===== src/rtl/fanout_pkg.sv =====
// Shared defaults and branch-mask type for the fanout fork.
package fanout_pkg;

  localparam int FANOUT_NUM_OUT_DEF    = 6;
  localparam int FANOUT_DATA_WIDTH_DEF = 17;
  localparam int FANOUT_MASK_MAX       = 16;

  typedef logic [FANOUT_MASK_MAX-1:0] fanout_mask_t;

  function automatic fanout_mask_t active_mask(input fanout_mask_t en, input fanout_mask_t sel);
    return en & sel;
  endfunction

endpackage


===== src/rtl/fanout_skid_buf.sv =====
// Two-entry ready/valid stage; in_ready is a registered ~full so no ready path crosses it.
module fanout_skid_buf
  import fanout_pkg::*;
#(
  parameter int DATA_WIDTH = FANOUT_DATA_WIDTH_DEF
) (
  input  logic                  CLK,
  input  logic                  RESET,
  input  logic [DATA_WIDTH-1:0] in_data,
  input  logic                  in_valid,
  output logic                  in_ready,
  output logic [DATA_WIDTH-1:0] out_data,
  output logic                  out_valid,
  input  logic                  out_ready
);

  logic [DATA_WIDTH-1:0] mem [2];
  logic [1:0] count, count_nxt;
  logic       wr_ptr, rd_ptr, rdy_q;
  logic       enq, deq;

  assign in_ready  = rdy_q & ~RESET;
  assign out_valid = (count != 2'd0) & ~RESET;
  assign out_data  = mem[rd_ptr];
  assign enq       = in_valid & in_ready;
  assign deq       = out_valid & out_ready;

  always_comb begin
    count_nxt = count;
    if (enq && !deq)      count_nxt = count + 2'd1;
    else if (!enq && deq) count_nxt = count - 2'd1;
  end

  // rdy_q resets high so the stage can accept in the first cycle out of reset
  always_ff @(posedge CLK) begin
    if (RESET) begin
      count  <= 2'd0;
      wr_ptr <= 1'b0;
      rd_ptr <= 1'b0;
      rdy_q  <= 1'b1;
    end else begin
      count <= count_nxt;
      rdy_q <= (count_nxt != 2'd2);
      if (enq) wr_ptr <= ~wr_ptr;
      if (deq) rd_ptr <= ~rd_ptr;
    end
  end

  always_ff @(posedge CLK) begin
    if (enq) mem[wr_ptr] <= in_data;
  end

endmodule


===== src/rtl/fanout_fork.sv =====
// Eager fork: broadcasts one ready/valid stream to NUM_OUT branches, each taking a token once.
// Optional input skid buffer when FANOUT_SKID_EN is defined.
module fanout_fork
  import fanout_pkg::*;
#(
  parameter int NUM_OUT    = FANOUT_NUM_OUT_DEF,
  parameter int DATA_WIDTH = FANOUT_DATA_WIDTH_DEF
) (
  input  logic                          CLK,
  input  logic                          RESET,
  input  logic [NUM_OUT-1:0]            cfg_en,
  input  logic [NUM_OUT-1:0]            cfg_sel,
  input  logic [DATA_WIDTH-1:0]         in_data,
  input  logic                          in_valid,
  output logic                          in_ready,
  output logic [NUM_OUT*DATA_WIDTH-1:0] out_data,
  output logic [NUM_OUT-1:0]            out_valid,
  input  logic [NUM_OUT-1:0]            out_ready,
  output logic [NUM_OUT-1:0]            served
);

  logic [NUM_OUT-1:0]    act, s_q, done, fire;
  logic [DATA_WIDTH-1:0] head_data;
  logic                  head_valid, all_done, retire;

  assign act = NUM_OUT'(active_mask(fanout_mask_t'(cfg_en), fanout_mask_t'(cfg_sel)));

`ifdef FANOUT_SKID_EN
  fanout_skid_buf #(.DATA_WIDTH(DATA_WIDTH)) u_skid (
    .CLK      (CLK),
    .RESET    (RESET),
    .in_data  (in_data),
    .in_valid (in_valid),
    .in_ready (in_ready),
    .out_data (head_data),
    .out_valid(head_valid),
    .out_ready(all_done)
  );
`else
  assign head_data  = in_data;
  assign head_valid = in_valid & ~RESET;
  assign in_ready   = all_done & ~RESET;
`endif

  // inactive or already-served branches never hold up retirement
  assign done      = ~act | s_q | out_ready;
  assign all_done  = &done;
  assign retire    = head_valid & all_done;
  assign out_valid = {NUM_OUT{head_valid}} & act & ~s_q;
  assign fire      = out_valid & out_ready;
  assign out_data  = {NUM_OUT{head_data}};
  assign served    = s_q;

  always_ff @(posedge CLK) begin
    if (RESET)       s_q <= '0;
    else if (retire) s_q <= '0;
    else             s_q <= s_q | fire;
  end

endmodule


===== config.mk =====
export PLATFORM = sky130hd
export DESIGN_NAME = fanout_fork
export DESIGN_NICKNAME = d
export VERILOG_FILES = /design/src/rtl/fanout_pkg.sv /design/src/rtl/fanout_skid_buf.sv /design/src/rtl/fanout_fork.sv
export SDC_FILE = /design/constraint.sdc
export NUM_CORES = 1
export LEC_CHECK = 0
export BUFFER_PORTS_ARGS = -buffer_cell sky130_fd_sc_hd__buf_4
export CORE_MARGIN = 2
export CORE_UTILIZATION = 34
export CTS_CLUSTER_SIZE = 30
export DETAILED_ROUTE_END_ITERATION = 10
export GPL_TIMING_DRIVEN = 0
export PLACE_DENSITY = 0.91
export SLEW_MARGIN = 20
export SYNTH_ARGS = -nofsm -noshare
export SYNTH_HDL_FRONTEND = slang
export SYNTH_SLANG_ARGS = --single-unit

===== constraint.sdc =====
create_clock -name CLK -period 3 [get_ports CLK]
set_clock_uncertainty 0.15 [all_clocks]
set_input_delay 0.75 -clock CLK [delete_from_list [all_inputs] [get_ports CLK]]
set_output_delay 0.75 -clock CLK [all_outputs]
set_load 0.02 [all_outputs]

==> results of run 1 <==
synth_stat cells:
library cell and n:
sky130_fd_sc_hd__a41oi_1 6, sky130_fd_sc_hd__buf_4 102, sky130_fd_sc_hd__clkbuf_1 1, sky130_fd_sc_hd__clkbuf_2 1
sky130_fd_sc_hd__dfxtp_1 6, sky130_fd_sc_hd__inv_1 1, sky130_fd_sc_hd__nand2_1 3, sky130_fd_sc_hd__nand2b_1 1
sky130_fd_sc_hd__nand3b_1 2, sky130_fd_sc_hd__nand3b_4 1, sky130_fd_sc_hd__nor2_1 3, sky130_fd_sc_hd__nor3_1 9
sky130_fd_sc_hd__nor4_1 1, sky130_fd_sc_hd__nor4_4 1, sky130_fd_sc_hd__o32ai_2 2, sky130_fd_sc_hd__o32ai_4 1
cell type report:
class | count | share of cell area
Clock buffer | 3 | 0.0101
Inverter | 1 | 0.00169
Multi-Input combinational cell | 30 | 0.112
Buffer | 104 | 0.348
Sequential cell | 6 | 0.0540
Tap cell | 46 | 0.0259
Timing Repair Buffer | 133 | 0.449
final timing paths:
check	start	to	slack (ns)
worst max-delay path	RESET	out_valid[5]	0.47
worst min-delay path	served[4]$_SDFF_PP0_	served[4]$_SDFF_PP0_	0.43
worst max register to register	served[4]$_SDFF_PP0_	served[1]$_SDFF_PP0_	1.58
worst min register to register	served[4]$_SDFF_PP0_	served[4]$_SDFF_PP0_	0.43
routing by layer:
metal / track usage / routed length (um)
met5: 0 / 0
met4: 0.0578 / 36
met3: 0.0352 / 441
met2: 0.286 / 1890
met1: 0.141 / 1040
power groups by stage:
stage          Clock (W)  Sequential, W  Combinational [W]
2_1_floorplan          0      0.0000885           0.000228
3_3_place_gp           0      0.0000860           0.000370
3_5_place_dp           0      0.0000860           0.000377
4_1_cts        0.0000796      0.0000845           0.000377
5_1_grt        0.0000824      0.0000848           0.000395
6_report       0.0000782      0.0000845           0.000374
stage by stage:
stage	power (W)	hold WS [ns]	utilization	worst slack (ns)
after floorplan	0.000317	0.483	-	0.416
after global placement	0.000456	0.392	0.671	0.479
after detailed placement	0.000463	0.406	0.671	0.487
after CTS	0.000542	0.435	0.678	0.480
after global routing	0.000562	0.459	0.678	0.403
final	0.000537	0.426	0.678	0.472
worst max-delay path, delay by kind of cell:
kind	cells	cell delay (ns)
buf+inv	2	0.34
simple gates	2	0.53
cell families (layout without fill, tap and decap cells):
logic type,after synthesis,after routing,share of synthesized area
flops,6,6,0.105
simple gates,21,21,0.119
buf+inv,105,241,0.678
compound gates,9,9,0.0981
==> flow_metrics.tcl, run 1 <==
set metrics [dict create \
    floorplan.initialDensity 0.349 \
    row_count 21 \
    switching_power_w 0.000205 \
    synthesis.yosys.warnings 0 \
    hold_depth 2 \
    finalCritPeriodShare 0.843 \
    totalWireLength_um 3410 \
    synth_top_area_cell "sky130_fd_sc_hd__buf_4" \
    design.die.area_um2 3860 \
    worst_skew_late_latency_ns 0.25 \
    route.detailed.drc 0 \
    leakage_nw 1.27 \
    register_area_um2 120 \
    drt_pass1_iterations 4 \
    sw_frac_of_total 0.382 \
    critPathMaxFanout 8 \
    final_cell_count_without_fillers 323 \
    r2r.worst_path.cells 4 \
    avgSynthCellArea_um2 8.14 \
    viasPerCell 3.90 \
    worst_setup_hold_path_clk_slew_ns 0.05 \
    status "completed" \
    timing.setup.tns_ns 0 \
    n_fill_cell 284 \
    largest_reg_flops 6 \
    grt_first_pass_wirelength_um 4220 \
    period_minus_slack_ns 2.53 \
    clkPwrFrac 0.146 \
    antenna_cells_inserted 0 \
    io-pin-count 153 \
    core-area_um2 3280 \
    postPlaceCellArea_um2 2200 \
    final_cell_mix "sky130_fd_sc_hd__buf_4 (235), sky130_fd_sc_hd__nor3_1 (9), sky130_fd_sc_hd__a41oi_1 (6), sky130_fd_sc_hd__dfxtp_1 (6)" \
    hold_path_class "register to register" \
    area_delta_synth_final_pct 94.0 \
    cts_tree "yes" \
    ys_seq_area_frac 0.105 \
    comb_power_share 0.697 \
    buffer_ports.inserted 133 \
    internal-power_w 0.000332 \
    drt_iter0_markers 34 \
    grt_start_max_net_pins 9 \
    grt_setup_unrepaired "no" \
    ys_types 16 \
    final_setup_violation_count 0 \
    cts_buffers 3 \
    critPathArrivalTime_ns 1.63 \
    hold_viol_final 0 \
    max_stage_delay_ns 0.29 \
    ys_top_cells_by_area "sky130_fd_sc_hd__buf_4 (67%), sky130_fd_sc_hd__dfxtp_1 (10%), sky130_fd_sc_hd__a41oi_1 (4.6%)" \
    drive_above_1_share 0.881 \
    cts_post_setup_buffers_inserted 0 \
    die-height_um 62.1 \
    layout.cell_area.non_filler_um2 2230 \
    htree_num_levels 1 \
    grt_antenna_before_repair 0 \
    ys_ff_latch 6 \
    power-per-cell-area_nw_per_um2 241 \
    vias 1259 \
    cp-end-kind "output pin" \
    timing.slew.headroom 0.728 \
    dpl.cell_count 320 \
    postSynthNetCount 179 \
    crit_path_top_delay_cell "sky130_fd_sc_hd__nand2b_1" \
    routed_wirelength_normalized_by_instance_count_um 10.6 \
    syn_inst 141 \
    numClockSinks 6 \
    die-width_um 62.1 \
    finalMaxSlewViolations 0 \
    globalRouteTotalUtil 0.145 \
    post_cts_resized 0 \
    syn-cell-area_um2 1150 \
    gr-total-overflow 0 \
    holdBufCountCts 0 \
    seqPwrFrac 0.158 \
    via_count_of_the_first_global_routing_pass 955 \
    vdd.ir_drop.worst_v 0.000214 \
    setup.worst_path.start_class "primary input" \
    detailed_place_hpwl_um 3080 \
    worst_margin_pin_slew_ns 0.406 \
    critical_path_class "primary input to output pin" \
    cts-root-buf "sky130_fd_sc_hd__clkbuf_4" \
    fmaxAchievable_ghz 0.395 \
    cap_viol_max_count 0 \
    gp_congestion 0.724 \
    cts-root-to-sink-buffers 2 \
    multiInputGateArea_um2 249 \
    finalNetCount 317 \
    crit_path_cell_trace "clkbuf_1 -> nand2b_1 -> nor3_1 -> buf_4" \
    layout_commonest_cell "sky130_fd_sc_hd__buf_4" \
    synthDominantCellAreaShare 0.667 \
    cp_data_required_time_ns 2.10 \
    postRouteAntennaNets 0 \
]
(Power assumes the default switching activity.)
==> inputs of run 2 (changes only) <==
--- a/config.mk
+++ b/config.mk
@@ -7,11 +7,11 @@
 export LEC_CHECK = 0
 export BUFFER_PORTS_ARGS = -buffer_cell sky130_fd_sc_hd__buf_4
 export CORE_MARGIN = 2
-export CORE_UTILIZATION = 34
+export CORE_UTILIZATION = 29
 export CTS_CLUSTER_SIZE = 30
 export DETAILED_ROUTE_END_ITERATION = 10
 export GPL_TIMING_DRIVEN = 0
-export PLACE_DENSITY = 0.91
+export PLACE_DENSITY = 0.83
 export SLEW_MARGIN = 20
 export SYNTH_ARGS = -nofsm -noshare
 export SYNTH_HDL_FRONTEND = slang
==> constraint.sdc (replaced) <==
create_clock -name CLK -period 2.2 [get_ports CLK]
set_clock_uncertainty 0.15 [all_clocks]
set_input_delay 0.55 -clock CLK [delete_from_list [all_inputs] [get_ports CLK]]
set_output_delay 0.55 -clock CLK [all_outputs]
set_load 0.02 [all_outputs]
==> flow_metrics.tcl, run 2 (synthesized netlist as in run 1, its figures left out) <==
set metrics [dict create \
    row_count 22 \
    layout_commonest_cell "sky130_fd_sc_hd__buf_4" \
    final_cell_mix "sky130_fd_sc_hd__buf_4 (235), sky130_fd_sc_hd__nor3_1 (9), sky130_fd_sc_hd__a41oi_1 (6), sky130_fd_sc_hd__dfxtp_1 (6)" \
    r2r_end "served[2]$_SDFF_PP0_" \
    total_power_w 0.000784 \
    hold_path_class "register to register" \
    numClockSinks 6 \
    grt_antenna_before_repair 0 \
    design.die.area_um2 4480 \
    worst_hold_startpoint "served[3]$_SDFF_PP0_" \
    hold_depth 2 \
    fin_hold_ws_ns 0.423 \
    die-height_um 66.9 \
    htree_num_levels 1 \
    core-area_um2 3740 \
    drt_pass1_iterations 3 \
    largest_reg_flops 6 \
    vias 1247 \
    register_area_um2 120 \
    globalRouteTotalUtil 0.121 \
    finalNetCount 317 \
    gr-total-overflow 0 \
    cts_buffers 3 \
    period_minus_slack_ns 2.08 \
    critPathMaxFanout 8 \
    floorplan.initialDensity 0.306 \
    post_cts_resized 0 \
    routed_wirelength_normalized_by_instance_count_um 10.0 \
    drt_iter0_markers 38 \
    finalMaxSlewViolations 0 \
    worst_skew_late_latency_ns 0.22 \
    worst_margin_pin_slew_ns 0.390 \
    io-pin-count 153 \
    critical_path.reg2reg.startpoint "served[4]$_SDFF_PP0_" \
    leakage_nw 1.28 \
    hold_viol_final 0 \
    route.detailed.drc 0 \
    cts_post_setup_buffers_inserted 0 \
    grt_start_max_net_pins 9 \
    hold_path_end "served[3]$_SDFF_PP0_" \
    gp_congestion 0.695 \
    cp_data_required_time_ns 1.50 \
    via_count_of_the_first_global_routing_pass 1009 \
    die-width_um 66.9 \
    cts_tree "yes" \
    grt_first_pass_wirelength_um 4420 \
    finalCritPeriodShare 0.944 \
    postRouteAntennaNets 0 \
    cp-end-kind "output pin" \
    regToRegSetupSlack_ns 0.79 \
    status "completed" \
    cts-root-buf "sky130_fd_sc_hd__clkbuf_8" \
    buffer_ports.inserted 133 \
    totalWireLength_um 3270 \
    multiInputGateArea_um2 251 \
    grt_setup_unrepaired "no" \
    vdd.ir_drop.worst_v 0.000236 \
    r2r.worst_path.cells 4 \
    holdBufCountCts 0 \
    timing.setup.tns_ns 0 \
    fmaxAchievable_ghz 0.482 \
    detailed_place_hpwl_um 2930 \
    critical_path_class "primary input to output pin" \
    setup.worst_path.start_class "primary input" \
    cap_viol_max_count 0 \
    n_fill_cell 350 \
    worst_setup_hold_path_clk_slew_ns 0.03 \
    antenna_cells_inserted 0 \
    timing.slew.headroom 0.738 \
    final_setup_violation_count 0 \
    cts-root-to-sink-buffers 2 \
    power-per-cell-area_nw_per_um2 348 \
    viasPerCell 3.84 \
    drive_above_1_share 0.884 \
    critPathArrivalTime_ns 1.38 \
    area_delta_synth_final_pct 96.1 \
]
[run 2: cell counts in the layout (fill, tap and decap cells not counted)]
No cell type changed its count.
[run 2: how the worst max path moves through the flow]
stage | end | depth (start not counted) | from
floorplan | in_ready | 3 | cfg_en[0]
global placement | out_valid[5] | 4 | RESET
detailed placement | out_valid[0] | 4 | RESET
CTS | out_valid[5] | 4 | RESET
global route | out_valid[5] | 4 | RESET
finish | out_valid[5] | 4 | RESET
[run 2: metrics by stage]
| step | cells | setup WS (ns) | area [um2] | util |
|---|---|---|---|---|
| 3_3_place_gp | 322 | 0.0945 | 2210 | 0.589 |
| 5_1_grt | 325 | 0.00841 | 2250 | 0.601 |
| 2_1_floorplan | 141 | 0.0160 | 1150 | - |
| 6_report | 325 | 0.124 | 2250 | 0.601 |
| 3_5_place_dp | 322 | 0.0948 | 2210 | 0.589 |
| 4_1_cts | 325 | 0.0794 | 2250 | 0.600 |
[run 2: layout make-up]
type,count,area share
Clock buffer,3,0.0184
Sequential cell,6,0.0534
Buffer,104,0.344
Multi-Input combinational cell,30,0.112
Timing Repair Buffer,133,0.444
Tap cell,48,0.0267
Inverter,1,0.00167
[run 2: power breakdown]
group          internal [W]  total, W  switching [W]  leakage, nW
Clock              0.000117  0.000160      0.0000427       0.0216
Sequential         0.000113  0.000116     0.00000345       0.0486
Combinational      0.000278  0.000508       0.000230         1.21
Total              0.000508  0.000784       0.000276         1.28
[run 2: metal layers]
metal	GRT usage	vias up	share of wire
li1	-	634	-
met1	0.118	532	0.32
met2	0.249	81	0.53
met3	0.0355	0	0.15
met4	0.0230	0	0
met5	0	-	0
[run 2: critical path, cell delays in order]
cell	delay (ns)
sky130_fd_sc_hd__clkbuf_1	0.17
sky130_fd_sc_hd__nand2b_2	0.29
sky130_fd_sc_hd__nor3_1	0.20
sky130_fd_sc_hd__buf_4	0.17
==> inputs of run 3 (changes only) <==
--- a/config.mk
+++ b/config.mk
@@ -6,7 +6,7 @@
 export NUM_CORES = 1
 export LEC_CHECK = 0
 export BUFFER_PORTS_ARGS = -buffer_cell sky130_fd_sc_hd__buf_4
-export CORE_MARGIN = 2
+export CORE_MARGIN = 4
 export CORE_UTILIZATION = 29
 export CTS_CLUSTER_SIZE = 30
 export DETAILED_ROUTE_END_ITERATION = 10
==> constraint.sdc (replaced) <==
create_clock -name CLK -period 2.2 [get_ports CLK]
set_clock_uncertainty 0.15 [all_clocks]
set_input_delay 0.55 -clock CLK [delete_from_list [all_inputs] [get_ports CLK]]
set_output_delay 0.55 -clock CLK [all_outputs]
set_load 0.1 [all_outputs]
==> flow_metrics.tcl, run 3 (synthesized netlist as in run 1, its figures left out) <==
set metrics [dict create \
    status "completed" \
    postRouteAntennaNets 0 \
    setup.worst_path.start_class "primary input" \
    cp-end-kind "output pin" \
    vias 1278 \
    total_power_w 0.00147 \
    layout.cell_area.non_filler_um2 2400 \
    hold_viol_final 0 \
    cts_tree "yes" \
    vdd.ir_drop.worst_v 0.000358 \
    htree_num_levels 1 \
    final_setup_violation_count 0 \
    worst_skew_late_latency_ns 0.22 \
    cts_buffers 3 \
    grt_antenna_before_repair 0 \
    buffer_ports.inserted 133 \
    die-height_um 70.9 \
    fmaxAchievable_ghz 0.467 \
    critical_path_class "primary input to output pin" \
    timing.setup.tns_ns 0 \
    timing.slew.headroom 0.687 \
    layout_commonest_cell "sky130_fd_sc_hd__buf_4" \
    grt_start_max_net_pins 9 \
    cts-root-buf "sky130_fd_sc_hd__clkbuf_8" \
    design.die.area_um2 5030 \
    leakage_nw 1.31 \
    core-area_um2 3740 \
    drt_pass1_iterations 6 \
    worst_setup_hold_path_clk_slew_ns 0.04 \
    area_delta_synth_final_pct 109 \
    holdBufCountCts 0 \
    power-per-cell-area_nw_per_um2 614 \
    grt_setup_unrepaired "no" \
    floorplan.initialDensity 0.306 \
    row_count 22 \
    detailed_place_hpwl_um 3590 \
    period_minus_slack_ns 2.14 \
    totalWireLength_um 3980 \
    routed_wirelength_normalized_by_instance_count_um 12.2 \
    globalRouteTotalUtil 0.142 \
    cap_viol_max_count 0 \
    largest_reg_flops 6 \
    gr-total-overflow 0 \
    dpl.cell_count 322 \
    worst_margin_pin_slew_ns 0.470 \
    drt_iter0_markers 9 \
    critPathMaxFanout 2 \
    finalNetCount 318 \
    antenna_cells_inserted 0 \
    finalCritPeriodShare 0.974 \
    gp_congestion 0.677 \
    postPlaceCellArea_um2 2320 \
    hold_path_class "register to register" \
    viasPerCell 3.91 \
    cts-root-to-sink-buffers 2 \
    critPathArrivalTime_ns 1.44 \
    grt_first_pass_wirelength_um 5950 \
    cp_data_required_time_ns 1.50 \
    io-pin-count 153 \
    die-width_um 70.9 \
    final_cell_count_without_fillers 327 \
    final_cell_mix "sky130_fd_sc_hd__buf_4 (234), sky130_fd_sc_hd__a41oi_1 (6), sky130_fd_sc_hd__nor3_1 (6)" \
    layout.core_utilization 0.640 \
    finalMaxSlewViolations 0 \
    drive_above_1_share 0.939 \
    via_count_of_the_first_global_routing_pass 1215 \
    route.detailed.drc 0 \
    numClockSinks 6 \
]
run 3: cell count changes in the layout (fill, tap and decap cells not counted), moves of 3 or more:
| cell | change |
|---|---|
| sky130_fd_sc_hd__nor2_1 | -3 |
| sky130_fd_sc_hd__dfxtp_1 | -6 |
| sky130_fd_sc_hd__nor3_1 | -3 |
| sky130_fd_sc_hd__nor3_4 | +3 |
| sky130_fd_sc_hd__dfxtp_4 | +5 |
run 3: path summary, 6_finish.rpt:
| path | start | endpoint | slack (ns) | cells past startpoint |
|---|---|---|---|---|
| setup / recovery | cfg_en[0] | in_ready | 0.06 | 5 |
| hold / removal | served[3]$_SDFF_PP0_ | served[3]$_SDFF_PP0_ | 0.38 | 2 |
| setup reg to reg | served[4]$_SDFF_PP0_ | served[4]$_SDFF_PP0_ | 0.78 | 4 |
| hold reg to reg | served[3]$_SDFF_PP0_ | served[3]$_SDFF_PP0_ | 0.38 | 2 |
run 3: timing repair:
| item | CTS | global route |
|---|---|---|
| setup buffers | 0 | 1 |
| setup endpoints to repair | 1 | 2 |
| gates resized for setup | 2 | 3 |
| pin swaps | 0 | 2 |
run 3: routing by layer:
| metal | up-vias | wire [um] | global-route usage | share of wire |
|---|---|---|---|---|
| li1 | 641 | - | - | - |
| met5 | - | 0 | 0 | 0 |
| met4 | 0 | 0 | 0.0167 | 0 |
| met2 | 77 | 2310 | 0.283 | 0.58 |
| met3 | 0 | 496 | 0.0526 | 0.12 |
| met1 | 560 | 1170 | 0.143 | 0.29 |
run 3: layout make-up:
class	count	area (um2)
Tap cell	48	60.1
Sequential cell	6	140
Fill cell	340	1350
Inverter	1	3.75
Multi-Input combinational cell	30	339
Clock buffer	4	45.0
Timing Repair Buffer	134	1010
Buffer	104	796
run 3: per-stage QoR:
| step | worst slack, ns | hold slack (ns) |
|---|---|---|
| after floorplan | -0.467 | 0.556 |
| after global placement | -0.0562 | 0.363 |
| after detailed placement | -0.0589 | 0.375 |
| after CTS | 0.00575 | 0.384 |
| after global routing | 0.00269 | 0.390 |
| final | 0.0569 | 0.378 |
run 3: where the power goes:
part           total, W  internal (W)  switching, W
clock          0.000171      0.000125     0.0000469
sequential     0.000113      0.000108    0.00000420
combinational   0.00119      0.000295      0.000892
total           0.00147      0.000528      0.000943
run 3: critical path, cell delays in order:
cell	delay, ns
sky130_fd_sc_hd__buf_4	0.12
sky130_fd_sc_hd__nand2_2	0.11
sky130_fd_sc_hd__o32ai_4	0.11
sky130_fd_sc_hd__nor4_4	0.29
sky130_fd_sc_hd__buf_6	0.26
